<file path="config.mk">
export PLATFORM = sky130hd
export DESIGN_NAME = sw_led_ctrl
export DESIGN_NICKNAME = d
export VERILOG_FILES = /design/src/rtl/sw_led_ctrl.sv
export SDC_FILE = /design/constraint.sdc
export NUM_CORES = 1
export LEC_CHECK = 0
export BUFFER_PORTS_ARGS = -buffer_cell sky130_fd_sc_hd__buf_2
export CORE_MARGIN = 4
export CORE_UTILIZATION = 25
export DETAILED_ROUTE_END_ITERATION = 6
export HOLD_SLACK_MARGIN = 0.15
export PLACE_DENSITY_LB_ADDON = 0.15
export SLEW_MARGIN = 20
export SYNTH_ARGS = -nofsm -noshare
export SYNTH_HDL_FRONTEND = slang
export SYNTH_SLANG_ARGS = --single-unit
</file>
<file path="constraint.sdc">
create_clock -name clk -period 22.6 [get_ports clk]
set_input_delay 1.13 -clock clk [delete_from_list [all_inputs] [get_ports clk]]
set_output_delay 1.13 -clock clk [all_outputs]
set_load 0.01 [all_outputs]
</file>
<file path="src/rtl/sw_led_ctrl.sv">
// Slide-switch to LED controller: per-channel two-flop sync, debounce, rising-edge
// pulses, toggle latches, and a shared blink generator feeding a mode-selected LED register.
module sw_led_ctrl #(
    parameter int WIDTH           = 16,
    parameter int DEBOUNCE_CYCLES = 1000000,
    parameter int BLINK_HALF      = 25000000
) (
    input  logic             clk,
    input  logic             reset,
    input  logic [WIDTH-1:0] SW,
    input  logic [1:0]       MODE,
    input  logic             TOG_CLR,
    output logic [WIDTH-1:0] LED,
    output logic [WIDTH-1:0] SW_DB,
    output logic [WIDTH-1:0] SW_RISE
);

    localparam int CW = (DEBOUNCE_CYCLES > 1) ? $clog2(DEBOUNCE_CYCLES) : 1;
    localparam int BW = (BLINK_HALF > 1) ? $clog2(BLINK_HALF) : 1;
    localparam logic [CW-1:0] CNT_LAST   = CW'(DEBOUNCE_CYCLES - 1);
    localparam logic [BW-1:0] BLINK_LAST = BW'(BLINK_HALF - 1);

    typedef enum logic [1:0] {
        MODE_DIRECT = 2'd0,
        MODE_TOGGLE = 2'd1,
        MODE_BLINK  = 2'd2,
        MODE_OFF    = 2'd3
    } mode_e;

    logic [WIDTH-1:0] sw_meta;
    logic [WIDTH-1:0] sw_s;
    logic [CW-1:0]    cnt      [WIDTH];
    logic [CW-1:0]    cnt_nxt  [WIDTH];
    logic [WIDTH-1:0] db_nxt;
    logic [WIDTH-1:0] rise_nxt;
    logic [WIDTH-1:0] tog;
    logic [WIDTH-1:0] tog_nxt;
    logic [BW-1:0]    blink_cnt;
    logic             phase;
    logic [WIDTH-1:0] led_nxt;

    // Two-stage synchroniser; sw_s is the only copy of SW the rest of the block sees.
    // NOTE: sequential state uses non-blocking assignments so every flop samples pre-edge values.
    always_ff @(posedge clk or posedge reset) begin
        if (reset) begin
            sw_meta <= '0;
            sw_s    <= '0;
        end else begin
            sw_meta <= SW;
            sw_s    <= sw_meta;
        end
    end

    // A channel's counter only runs while the synchronised input disagrees with the accepted level.
    always_comb begin
        // NOTE: every output of this block gets a default first, so no path can infer a latch.
        db_nxt   = SW_DB;
        rise_nxt = '0;
        for (int i = 0; i < WIDTH; i++) begin
            cnt_nxt[i] = cnt[i];
            if (sw_s[i] == SW_DB[i]) begin
                cnt_nxt[i] = '0;
            end else if (cnt[i] == CNT_LAST) begin
                cnt_nxt[i]  = '0;
                db_nxt[i]   = sw_s[i];
                rise_nxt[i] = sw_s[i];
            end else begin
                cnt_nxt[i] = cnt[i] + CW'(1);
            end
        end
    end

    // NOTE: the counter array is reset because its value gates acceptance right after reset release.
    always_ff @(posedge clk or posedge reset) begin
        if (reset) begin
            for (int i = 0; i < WIDTH; i++) begin
                cnt[i] <= '0;
            end
            SW_DB   <= '0;
            SW_RISE <= '0;
        end else begin
            for (int i = 0; i < WIDTH; i++) begin
                cnt[i] <= cnt_nxt[i];
            end
            SW_DB   <= db_nxt;
            SW_RISE <= rise_nxt;
        end
    end

    // Clear dominates a coincident rise pulse.
    always_comb begin
        tog_nxt = tog ^ SW_RISE;
        if (TOG_CLR) begin
            tog_nxt = '0;
        end
    end

    always_ff @(posedge clk or posedge reset) begin
        if (reset) begin
            tog <= '0;
        end else begin
            tog <= tog_nxt;
        end
    end

    always_ff @(posedge clk or posedge reset) begin
        if (reset) begin
            blink_cnt <= '0;
            phase     <= 1'b1;
        end else if (blink_cnt == BLINK_LAST) begin
            blink_cnt <= '0;
            phase     <= ~phase;
        end else begin
            blink_cnt <= blink_cnt + BW'(1);
        end
    end

    // Mode only steers the output mux, so switching modes never disturbs latch or blink state.
    always_comb begin
        led_nxt = '0;
        case (mode_e'(MODE))
            MODE_DIRECT: led_nxt = SW_DB;
            MODE_TOGGLE: led_nxt = tog;
            MODE_BLINK:  led_nxt = SW_DB & {WIDTH{phase}};
            MODE_OFF:    led_nxt = '0;
            default:     led_nxt = '0;
        endcase
    end

    always_ff @(posedge clk or posedge reset) begin
        if (reset) begin
            LED <= '0;
        end else begin
            LED <= led_nxt;
        end
    end

endmodule

</file>
==> summary.txt, run 1 <==
Floorplan
  • Effective utilization at floorplan: 25.2%
  • Floorplan core area: 82,000 um2
  • Die X-Extent: 295 um
  • Site row count: 105
  • Die Y-Extent: 295 um
  • Die outline area: 87,300 um2
  • Number of top-level pins: 69

Drt
  • Total iterations of the first detailed-routing run: 4
  • DRC Markers: 0
  • Count of nets left with antenna violations after detail routing: 0
  • Via density per instance: 4.69
  • Vias: 15,100
  • Number of violations reported at the end of detailed-routing iteration 0: 566
  • Routed wire length: 46.0 mm
  • Routed len/inst: 14.3 um

Clocking
  • CTS H-tree lvls: 2
  • Clock-pin transition on the worst setup and hold timing paths: 0.06 ns
  • Postcts setup bufs: 0
  • Clock latency reported for the late side of the worst-skew pair: 0.60 ns
  • Cts bufs inserted: 53
  • Max Buffers Root-to-Sink: 3
  • CTS sink count: 442
  • CTS tree: built
  • Count of hold-fix buffers inserted at cts: 0
  • CTS resizes: 0
  • CTS Root Cell: sky130_fd_sc_hd__clkbuf_16

Timing
  • Total Negative Setup Slacks: 0 ns
  • Max frequency: 341 MHz
  • Count of endpoints failing setup in the final report: 0
  • Final slew viol count: 0
  • Transition time of the tightest slew-check pin: 0.966 ns
  • Clock tree skew after final layout: 0.0229 ns
  • Tmin final: 2.93 ns
  • Final hold viol count: 0
  • Relative slew slack: 35.5%
  • Setup repair after global routing missed its margin: no
  • Final critical-path share of the clock period: 13.0%

Placed design
  • Detailed-placement wirelength estimate: 29.4 mm
  • PortBufs: 68
  • Placer congestion estimate: 0.727

Synth
  • Post-synthesis cell type with the largest combined area: sky130_fd_sc_hd__dfrtp_1
  • Mean instance size in the synthesized netlist: 10.2 um2
  • Top-area cell type share of the netlist area: 53.4%
  • Count of distinct cell types in the synthesized netlist: 57
  • Cell types with the largest area share after synthesis: sky130_fd_sc_hd__dfrtp_1 (53%), sky130_fd_sc_hd__xnor2_1 (6.1%), sky130_fd_sc_hd__nor2_1 (4.6%)
  • Synthesized instance count: 2,029
  • Synth Warn #: 0
  • Share of flip-flops with an asynchronous set or reset after synthesis: 100%
  • Mapped Nets: 2,067
  • Synthesis-stage register bit count: 442
  • Number of synthesized flops with an enable pin: 0
  • Cell area after technology mapping: 20,700 um2
  • Post-synthesis sequential area ratio: 53.5%
  • Most used flip-flop cell after synthesis: sky130_fd_sc_hd__dfrtp_1

Critical path
  • Internal reg-to-reg setup slack: 20.21 ns
  • Critical register-to-register path startpoint: cnt[252]
  • Path depth of the worst reg2reg path: 4
  • Worst reg2reg endpoint: cnt[251]
  • Worst setup EP type: async pin
  • Kind of start point of the critical path: primary input
  • Data arrival, critical path: 3.54 ns
  • Critical path class: primary input to async pin
  • Maximum fanout count along the critical path: 162
  • Required arrival time at the worst endpoint: 23.20 ns

Min path
  • Hold Path End: sw_s[2]
  • Hold path start: sw_meta[2]
  • Min-Delay Path Depth: 0
  • Classification of the worst-slack hold path: flop to flop

Power and ir drop
  • Sw frac: 22.2%
  • Combinational cell fraction of total power: 2.8%
  • Cell-internal power: 1.36 mW
  • Proportion of power drawn by the clock network: 50.9%
  • Power spent charging and discharging nets: 0.390 mW
  • Proportion of power drawn by flip-flops and latches: 46.3%
  • Cell Pwr Density: 72.6 nW/um2
  • Cell leakage power: 9.63 nW
  • Highest ir drop seen on vdd: 0.0000502 V

Final layout
  • Share of cells above drive strength 1: 10.7%
  • Share of the core filled with cells in the final layout: 29.4%
  • Post-layout net count: 2,149
  • Total of fill cells in the finished design: 8,503
  • Area growth from synthesis to layout: 16.8%
  • Antenna diodes: 0

Status
  • Run status: finished clean

GRT
  • Pin count of the biggest net entering global routing: 163
  • Wire length of the first global-routing pass: 78.0 mm
  • Number of global-route vias before repair: 15,300
  • Total global routing track utilization: 10.6%
  • Initial antenna violation count: 0
  • Grt ovf: 0

Flow run
  • Max Cap Viol: 0
## worst max-delay path by stage
stage	from	to	slack, ns	depth (start not counted)
2_1_floorplan	reset	LED[0]	9.16	1
3_3_place_gp	reset	cnt[190]	18.94	4
3_5_place_dp	reset	cnt[187]	18.89	4
4_1_cts	reset	tog[0]	19.55	4
5_1_grt	reset	cnt[190]	19.29	4
6_report	reset	cnt[190]	19.67	4
## cells in the final DEF, fill, tap and decap left out, drive strengths merged, types with 3 or more instances in the layout
cell / n
nor4bb: 6
nor2b: 3
clkinv: 9
o31ai: 50
clkbuf: 80
o41ai: 4
ha: 17
dfrtp: 441
nand3: 131
nand4b: 8
o21ai: 62
mux2: 16
and3: 32
and3b: 5
nor4: 41
xnor2: 145
nand4: 77
inv: 66
nand2: 115
or4: 70
and4: 18
buf: 82
and2: 19
nor2: 251
xor2: 87
or4b: 14
a22o: 16
a21oi: 113
or2: 12
nor3b: 4
nor4b: 10
o2bb2ai: 3
nand2b: 15
nor3: 62
bufinv: 5
or3: 56
## sequential cells by signal (all words and copies together), names as in the netlist
signal     flops
LED           16
SW_RISE       16
sw_s          16
SW_DB         16
sw_meta       16
blink_cnt     25
cnt          320
phase          1
tog           16
## per-layer routing
metal  share of wire [%]  track usage [%]  vias to the layer above  wire [um]
met5                   0                0                        -          0
met4                 2.3             3.31                        0       1040
met3                 3.3             1.86                       72       1510
met2                  47             17.9                      159      21600
met1                  47             14.0                     7495      21800
li1                    -                -                     7404          -
## power groups by stage
stage	Sequential [mW]	Clock, mW	Combinational [mW]
after detailed placement	0.826	0	0.0521
after global placement	0.826	0	0.0516
after global routing	0.813	0.961	0.0582
final	0.812	0.891	0.0491
after floorplan	0.824	0	0.0339
after CTS	0.812	0.932	0.0524
## final cells by class
| type | count | area, um2 | share of cell area [%] |
|---|---|---|---|
| clock inverter | 17 | 219 | 0.908 |
| sequential | 442 | 11100 | 45.9 |
| timing repair buffer | 82 | 462 | 1.91 |
| clock buffer | 80 | 1620 | 6.72 |
| multi-input combinational | 1467 | 9170 | 38.0 |
| tap | 1070 | 1340 | 5.55 |
| inverter | 65 | 251 | 1.04 |
## cell usage after synthesis, drive strengths merged (17+ instances only)
master / number
or4: 70
inv: 65
or3: 56
o31ai: 50
xnor2: 145
nor2: 251
xor2: 87
nand3: 131
a21oi: 113
nand4: 77
ha: 17
and3: 32
and4: 18
and2: 19
dfrtp: 441
nor3: 62
nor4: 41
o21ai: 62
nand2: 115
clkbuf: 44
## logic make-up (layout without fill, tap and decap cells)
logic type / after synthesis / after routing / synth area share (%)
xor+xnor: 232 / 232 / 9.84
compound gates: 251 / 251 / 7.57
buf+inv: 120 / 244 / 2.33
fa+ha+maj: 17 / 17 / 1.03
simple gates: 951 / 951 / 24.8
mux: 16 / 16 / 0.890
flops: 442 / 442 / 53.5
## stage by stage
stage / std cells / power [mW] / worst slack (ns) / instance area, um2 / hold WS [ns]
final: 3223 / 1.75 / 19.67 / 24100 / 0.344
after global placement: 3125 / 0.878 / 18.94 / 22300 / 0.333
after CTS: 3222 / 1.80 / 19.55 / 24100 / 0.348
after detailed placement: 3125 / 0.878 / 18.89 / 22300 / 0.335
after global routing: 3223 / 1.83 / 19.29 / 24100 / 0.356
after floorplan: 2029 / 0.858 / 9.16 / 20700 / 0.331
## worst max-delay path, cell delays in order
cell                     delay, ns
sky130_fd_sc_hd__buf_2        0.13
sky130_fd_sc_hd__inv_8        0.49
sky130_fd_sc_hd__buf_12       0.68
sky130_fd_sc_hd__buf_4        0.82
(Power assumes the default switching activity.)
==> run 2, diff against run 1 <==
--- a/config.mk
+++ b/config.mk
@@ -5,6 +5,7 @@
 export SDC_FILE = /design/constraint.sdc
 export NUM_CORES = 1
 export LEC_CHECK = 0
+export ABC_AREA = 1
 export BUFFER_PORTS_ARGS = -buffer_cell sky130_fd_sc_hd__buf_2
 export CORE_MARGIN = 4
 export CORE_UTILIZATION = 25
==> constraint.sdc (replaced) <==
create_clock -name clk -period 2.6 [get_ports clk]
set_input_delay 0.13 -clock clk [delete_from_list [all_inputs] [get_ports clk]]
set_output_delay 0.13 -clock clk [all_outputs]
set_load 0.01 [all_outputs]
==> summary.txt, run 2 <==
Status
  • Run status: finished clean

Drt
  • Vias: 18,200 (+20%)
  • Routed len/inst: 13.0 um (-8.8%)
  • Total iterations of the first detailed-routing run: 5 (+1)
  • Routed wire length: 55.7 mm (+21%)
  • Via density per instance: 4.26 (-9.3%)
  • Number of violations reported at the end of detailed-routing iteration 0: 1,170 (+110%)
  • DRC Markers: 0 (unchanged)
  • Count of nets left with antenna violations after detail routing: 0 (unchanged)

Critical path
  • Number of buffers and inverters on the critical path: 2 (-2)
  • Ordered cell list for the critical path: inv_1, nand2_1, nand3_1, dlygate4sd3_1, o21ai_0
  • Worst setup EP type: flop
  • Cell family contributing the most delay on the critical path: buffers and inverters
  • Required arrival time at the worst endpoint: 3.14 ns (-20.06 ns)
  • Slowest-stage cell, CP: sky130_fd_sc_hd__dlygate4sd3_1
  • Data arrival, critical path: 2.31 ns (-1.23 ns)
  • Maximum fanout count along the critical path: 10 (-94%)
  • Worst stage delay on the critical path: 0.58 ns (-0.24 ns)
  • Kind of start point of the critical path: flop
  • Critical path class: flop to flop

Clocking
  • CTS tree: built
  • Cts bufs inserted: 55 (+3.8%)
  • Clock latency reported for the late side of the worst-skew pair: 0.62 ns (+0.02 ns)
  • CTS sink count: 442 (unchanged)
  • Clock-pin transition on the worst setup and hold timing paths: 0.06 ns (about the same)
  • Postcts setup bufs: 0 (unchanged)
  • Max Buffers Root-to-Sink: 3 (unchanged)
  • CTS H-tree lvls: 2 (unchanged)
  • CTS Root Cell: sky130_fd_sc_hd__clkbuf_16

Power and ir drop
  • Cell leakage power: 11.7 nW (+22%)
  • Cell Pwr Density: 580 nW/um2 (+700%)
  • Highest ir drop seen on vdd: 0.000457 V (+810%)
  • Power, Total: 15.8 mW (+800%)

GRT
  • Total global routing track utilization: 11.6% (+0.95 points)
  • Initial antenna violation count: 6 (+6)
  • Number of global-route vias before repair: 18,300 (+19%)
  • Pin count of the biggest net entering global routing: 89 (-45%)
  • Grt ovf: 0 (unchanged)
  • Wire length of the first global-routing pass: 94.5 mm (+21%)

Synth
  • Post-synthesis cell type with the largest combined area: sky130_fd_sc_hd__dfrtp_1
  • Synthesis-stage register bit count: 442 (unchanged)
  • Share of flip-flops with an asynchronous set or reset after synthesis: 100% (unchanged)
  • Synth Warn #: 0 (unchanged)
  • Number of synthesized flops with an enable pin: 0 (unchanged)
  • Cell types with the largest area share after synthesis: sky130_fd_sc_hd__dfrtp_1 (48%), sky130_fd_sc_hd__nor2_1 (10%), sky130_fd_sc_hd__nand2_1 (8.6%)
  • Cell area after technology mapping: 22,900 um2 (+11%)
  • Post-synthesis sequential area ratio: 48.2% (-5.3 points)
  • Most used flip-flop cell after synthesis: sky130_fd_sc_hd__dfrtp_1
  • Count of distinct cell types in the synthesized netlist: 37 (-35%)
  • Mapped Nets: 2,933 (+42%)
  • Most used standard cell by instance count after synthesis: sky130_fd_sc_hd__nor2_1
  • Mean instance size in the synthesized netlist: 7.92 um2 (-22%)
  • Synthesized instance count: 2,895 (+43%)
  • Top-area cell type share of the netlist area: 48.1% (-5.3 points)
  • Cell types with the highest counts after synthesis: sky130_fd_sc_hd__nor2_1 (628), sky130_fd_sc_hd__nand2_1 (523), sky130_fd_sc_hd__dfrtp_1 (441)

Timing
  • Max frequency: 566 MHz
  • Final hold viol count: 0 (unchanged)
  • Worst Hold Slack: 0.195 ns (-0.149 ns)
  • Relative slew slack: 52.0% (+16 points)
  • Count of endpoints failing setup in the final report: 0 (unchanged)
  • Final critical-path share of the clock period: 67.9%
  • Transition time of the tightest slew-check pin: 0.720 ns (-0.245 ns)
  • Setup repair after global routing missed its margin: no
  • Tmin final: 1.77 ns
  • Clock tree skew after final layout: 0.0238 ns (+0.000830 ns)
  • Final slew viol count: 0 (unchanged)
  • Total Negative Setup Slacks: 0 ns (unchanged)

Final layout
  • Area growth from synthesis to layout: 18.5%
  • Post-layout net count: 3,095 (+44%)
  • Share of cells above drive strength 1: 12.0% (+1.3 points)
  • Largest register by flop count: cnt
  • Leading cell type in the layout, fill and taps excluded: sky130_fd_sc_hd__nor2_1
  • Share of the core filled with cells in the final layout: 30.0% (+0.59 points)
  • Flip-flop count of the largest register, all copies and words added: 320 (unchanged)
  • Top flop regs: cnt (320), blink_cnt (25)
  • Leading cell types in the layout, fill and taps excluded: sky130_fd_sc_hd__nor2_1 (628), sky130_fd_sc_hd__nand2_1 (523), sky130_fd_sc_hd__dfrtp_1 (441)

Floorplan
  • Number of top-level pins: 69 (unchanged)
  • Site row count: 110 (+4.8%)
  • Floorplan core area: 90,600 um2 (+10%)
  • Die X-Extent: 311 um (+5.2%)
  • Die outline area: 96,600 um2 (+11%)
  • Effective utilization at floorplan: 25.3% (+0.12 points)
  • Die Y-Extent: 311 um (+5.2%)

Placed design
  • Detailed-placement wirelength estimate: 39.9 mm (+36%)
  • PortBufs: 68 (unchanged)
  • Placer congestion estimate: 0.795 (+9.4%)

Flow run
  • Max Cap Viol: 0 (unchanged)

Min path
  • Classification of the worst-slack hold path: primary input to flop
-- run 2: cell types whose count changed in the layout (fill, tap and decap cells not counted), sizes merged, moves of 42 or more --
| cell | previous run | this run |
|---|---|---|
| nand3 | 131 | 333 |
| nor2 | 251 | 690 |
| nand2 | 115 | 556 |
| a21oi | 113 | 71 |
| or4 | 70 | 0 |
| xnor2 | 145 | 51 |
| inv | 66 | 372 |
| o31ai | 50 | 0 |
| or3 | 56 | 0 |
-- run 2: final cells by class --
type                       instances  area [um2]
tap                             1176        1470
clock buffer                      72        1570
antenna                            1        2.50
timing repair buffer             115         866
sequential                       442       11100
inverter                         369        1390
fill                            9739       63400
multi-input combinational       2074       10400
clock inverter                    31         380
-- run 2: repair_timing --
action,CTS,global route
resized for setup,0,0
hold buffers,34,0
hold endpoints to repair,340,0
-- run 2: layer usage --
metal	global-route usage (%)	part of all wire [%]
met1	16.4	51
met2	18.5	43
met3	1.77	3.2
met4	3.21	2.3
met5	0	0.022
-- run 2: power by group --
part,internal [mW],switching [mW]
logic,0.162,0.356
registers,6.97,0.0661
clock network,5.04,3.18
-- run 2: cells by family after synthesis --
family                   share of synthesized area [%]
AO/OA/AOI/OAI                                     3.22
adder cells (fa/ha/maj)                          0.928
buffers and inverters                             6.24
XOR/XNOR                                          7.26
flip-flops                                        48.2
AND/OR/NAND/NOR                                   34.1
-- run 2: per-stage QoR --
stage / setup slack (ns) / instances / cell area [um2]
detailed placement: 0.920 / 4142 / 24900
global placement: 0.943 / 4142 / 24900
floorplan: -3.50 / 2895 / 22900
CTS: 0.831 / 4279 / 27200
finish: 0.834 / 4280 / 27200
global route: 0.721 / 4280 / 27200
-- run 2: worst reg2reg max path, stage by stage, from the launching register on --
cell and delay (ns):
sky130_fd_sc_hd__dfstp_2 0.53, sky130_fd_sc_hd__inv_1 0.05, sky130_fd_sc_hd__nand2_1 0.35, sky130_fd_sc_hd__nand3_1 0.12, sky130_fd_sc_hd__dlygate4sd3_1 0.58, sky130_fd_sc_hd__o21ai_0 0.07
-- run 2: final timing paths --
check                            start        to  slack [ns]  cells past startpoint
max                              phase    LED[8]        0.83                      5
min                            MODE[1]    LED[5]        0.20                      4
max reg2reg                      phase    LED[8]        0.83                      5
min reg2reg                sw_meta[13]  sw_s[13]        0.35                      0
max in group asynchronous        reset   cnt[87]        1.00                      6
min in group asynchronous        reset    tog[1]        0.67                      4
